$ cat config.mk
export PLATFORM = sky130hd
export DESIGN_NAME = boton_ar_multicanal
export DESIGN_NICKNAME = d
export VERILOG_FILES = /design/src/rtl/boton_ar_multicanal.sv
export SDC_FILE = /design/constraint.sdc
export NUM_CORES = 1
export LEC_CHECK = 0
export CORE_ASPECT_RATIO = 1.2
export CORE_MARGIN = 2
export CORE_UTILIZATION = 45
export CTS_CLUSTER_DIAMETER = 100
export DETAILED_ROUTE_END_ITERATION = 6
export HOLD_SLACK_MARGIN = 0.05
export PLACE_DENSITY = 0.72
export SYNTH_ARGS = -nofsm -noshare
export SYNTH_HDL_FRONTEND = slang
export SYNTH_SLANG_ARGS = --single-unit
$ cat constraint.sdc
create_clock -name clk -period 1.69 [get_ports clk]
set_input_delay 0.338 -clock clk [delete_from_list [all_inputs] [get_ports clk]]
set_output_delay 0.338 -clock clk [all_outputs]
set_load 0.01 [all_outputs]
$ cat src/rtl/boton_ar_multicanal.sv
// boton_ar_multicanal: N-channel button debouncer with press/release/long-press pulses
module boton_ar_multicanal #(
  parameter int N_BOTONES      = 4,
  parameter int CICLOS_ESTABLE = 16,
  parameter int CICLOS_LARGO   = 100,
  parameter bit ACTIVO_BAJO    = 1'b0
) (
  input  logic                 clk,
  input  logic                 reset,
  input  logic [N_BOTONES-1:0] boton_in,
  output logic [N_BOTONES-1:0] boton_out,
  output logic [N_BOTONES-1:0] pulso_presion,
  output logic [N_BOTONES-1:0] pulso_suelta,
  output logic [N_BOTONES-1:0] pulso_largo
);
  localparam int CW = $clog2(CICLOS_ESTABLE + 1);
  localparam int LW = $clog2(CICLOS_LARGO + 1);
  logic [N_BOTONES-1:0] sync_a, s;
  always_ff @(posedge clk)
    if (reset) begin
      sync_a <= '0;
      s      <= '0;
    end else begin
      sync_a <= boton_in ^ {N_BOTONES{ACTIVO_BAJO}};
      s      <= sync_a;
    end
  for (genvar g = 0; g < N_BOTONES; g++) begin : g_canal
    logic [CW-1:0] cnt;
    logic [LW-1:0] hold;
    logic          lvl, pp, ps, pl, fin;
    assign fin = (s[g] != lvl) && (cnt == CW'(CICLOS_ESTABLE - 1));
    always_ff @(posedge clk)
      if (reset) begin
        cnt  <= '0;
        hold <= '0;
        lvl  <= 1'b0;
        pp   <= 1'b0;
        ps   <= 1'b0;
        pl   <= 1'b0;
      end else begin
        cnt  <= (s[g] == lvl || fin) ? '0 : cnt + CW'(1);
        lvl  <= fin ? s[g] : lvl;
        pp   <= fin && s[g];
        ps   <= fin && !s[g];
        hold <= !lvl ? '0 : (hold == LW'(CICLOS_LARGO)) ? hold : hold + LW'(1);
        pl   <= lvl && (hold == LW'(CICLOS_LARGO - 1));
      end
    assign boton_out[g]     = lvl;
    assign pulso_presion[g] = pp;
    assign pulso_suelta[g]  = ps;
    assign pulso_largo[g]   = pl;
  end
endmodule

==> results of run 1 <==
-- routing by layer --
| layer | global-route usage | routed length, um | vias up |
|---|---|---|---|
| li1 | - | - | 1060 |
| met1 | 0.1570 | 2112 | 968 |
| met2 | 0.2436 | 2214 | 41 |
| met3 | 0.03089 | 173 | 10 |
| met4 | 0.1009 | 154 | 0 |
| met5 | 0 | 0 | - |
-- registers in the layout, summed over array words and instances (netlist names) --
register / count
g_canal.ps: 4
g_canal.pp: 4
g_canal.pl: 4
g_canal.cnt: 20
g_canal.hold: 28
s: 4
sync_a: 4
g_canal.lvl: 4
-- cells by family after synthesis --
group / Yosys count / synth area share
AND/OR/NAND/NOR: 128 / 0.2540
flip-flops: 72 / 0.4804
buffers and inverters: 35 / 0.06381
AO/OA/AOI/OAI: 29 / 0.05171
XOR/XNOR: 24 / 0.07006
adder cells (fa/ha/maj): 16 / 0.06672
multiplexers: 4 / 0.01334
-- power by group --
group	leakage (nW)	internal, mW	switching, mW
logic	0.533	0.0289	0.0184
clock network	0.0992	0.646	0.605
registers	0.584	1.71	0.00734
total	1.22	2.38	0.631
-- metrics by stage --
step                cells    util  total power, mW  area, um2  hold WS, ns
detailed placement    396  0.4973            1.802       3206       0.4234
finish                412  0.5266            3.014       3395       0.4336
CTS                   412  0.5266            3.052       3395       0.4435
floorplan             308       -            1.777       3000       0.4138
global placement      396  0.4973            1.800       3206       0.4184
global route          412  0.5266            3.127       3395       0.4632
-- worst paths after layout --
check | startpoint | to | slack (ns) | cells past startpoint
worst min-delay path | sync_a[3] | s[3] | 0.43 | 1
worst max register to register | g_canal[2].cnt[0] | g_canal[2].cnt[2] | 0.13 | 5
worst min register to register | sync_a[3] | s[3] | 0.43 | 1
worst max-delay path | g_canal[0].lvl | boton_out[0] | 0.06 | 1
-- cell type report --
class | count | area (um2) | area share
Clock buffer | 13 | 168.9 | 0.04976
Sequential cell | 72 | 1446 | 0.4261
Multi-Input combinational cell | 201 | 1368 | 0.4029
Tap cell | 85 | 106.4 | 0.03133
Timing Repair Buffer | 22 | 230.2 | 0.06782
Clock inverter | 3 | 15.01 | 0.004423
Inverter | 16 | 60.06 | 0.01769
-- what timing repair did --
action                                  CTS  global route
endpoints found under the setup margin    4             0
hold buffers                              0             0
gates resized for setup                   4             0
-- cells in the final DEF (no fill, tap or decap), drive strengths merged --
master and count:
dfxtp 72, nor2 25, clkdlybuf4s50 21, nand3 20, inv 16, xor2 16
ha 16, a21oi 13, clkbuf 13, o21ai 12, or3 12, nand2 11
nor2b 11, nor3 10, nor3b 8, xnor2 8, and2 6, and3 5
nand2b 4, o21a 4, mux2i 4, nor4bb 4, and4bb 3, nand4 3
and4b 3, clkinv 3, or3b 1, and2b 1, nor4 1, buf 1
==> results.md, run 1 <==
* Die width at 78.54 um
* Max-cap violations at 0
* Final Setup Violations at 0
* GRT Overall Usage at 0.1431
* Post-route clock period utilization at 0.9649
* Routed WL at 4.655 mm
* Worst-Skew Late Latency at 0.35 ns
* Count leader, synth: dfxtp_1
* Worst Path Class, Setup: register to output pin
* Primary FF master, synth: dfxtp_1
* Antenna-violating nets left at 0
* Worst Tran Pin Value at 0.3236 ns
* Share of layout cells above drive strength 1 at 0.09174
* Num CTS Buffers at 9
* Post-Syn Nets at 330
* CTS Buffer Depth at 2
* Synth Register Bits at 72
* Post-route DRC at 0
* Total gr overflow at 0
* Worst-path fanout max at 6
* PortBufs at 21
* Fin crit period at 1.631 ns
* Starting Density at 0.4655
* Syn-to-layout area delta at 13.14%
* DIE AREA at 0.007340 mm2
* Max Transition Viols Final at 0
* Drt pass-1 iters at 4
* Pwr dens at 887.8 mW/mm2
* WL per Instance at 11.30 um
* Vias in the first global route at 2015
* FP Rows at 32
* Max_slew headroom at 0.7813
* Largest area contributor in the netlist: dfxtp_1
* Pre-CTS setup slack at 0.001950 ns
* Share of synthesized registers carrying an async set or reset at 0
* Core Area at 0.006446 mm2
* H-tree Lvls at 3
* Worst EP required at 1.35 ns
* Worst Hold Class: register to register
* Nets at 344
* Reg clk slew, reported paths at 0.07 ns
* Post-synth top cells: dfxtp_1 (72), nor2_1 (24), nand3_1 (19)
* Postcts setup bufs at 0
* WP buf/inv at 1
* Largest net degree at the start of global routing at 29
* Netlist Area Pre-Place at 0.003000 mm2
* Initial antenna violation count at 0
* Synth area leaders: dfxtp_1 (48%), ha_1 (6.7%), xor2_1 (4.7%)
* EDFF count, synth at 0
* Vias at 2079
* Fin Setup TNS at 0 ns
* Routability Congestion at 0.7883
* Seq/Total Area, Yosys at 0.4804
* Fmax at 613.2 MHz
* Maximum vdd drop at 519.1 uV
* Number of antenna diodes at 0
* CTS tree: done
* Final Hold Fails at 0
* Startpoint types: register
* Setup WS post-layout at 0.05924 ns
* Critical Path Sink Type: output pin
* Synth top area share at 0.4804
* Synthesized instance count at 308
* Distinct cells, synth at 31
* HPWL reported at the end of detailed placement at 3.251 mm
* Initial drt markers at 66
* Syn avg cell area at 9.741 um2
* Clock Skew at 0.008487 ns
* CTS root buf: clkbuf_8
* Largest stage delay, worst path at 0.55 ns
* Crit-path cells: clkdlybuf4s50_1
* Clock sink total at 72
* Fill count at 587
* Die Y at 93.45 um
* Via density at 5.046
* P_leak at 1.216 nW
* Syn. warnings at 0
* RSZ-0062 raised after global routing: false
* Status: finished clean
* CP top delay family: buffers and inverters
* First-pass GRT wire length at 8.190 mm
* CP arrival at 1.29 ns
* I/O Pins at 22
* Slowest CP cell: clkdlybuf4s50_1
No activity file was read; power rests on OpenSTA's default activity.
==> run 2, diff against run 1 <==
--- a/config.mk
+++ b/config.mk
@@ -12,6 +12,7 @@
 export DETAILED_ROUTE_END_ITERATION = 6
 export HOLD_SLACK_MARGIN = 0.05
 export PLACE_DENSITY = 0.72
+export SKIP_LAST_GASP = 1
 export SYNTH_ARGS = -nofsm -noshare
 export SYNTH_HDL_FRONTEND = slang
 export SYNTH_SLANG_ARGS = --single-unit
==> results of run 2 <==
Same layout as run 1: the final DEF is identical, and so are final timing and power.
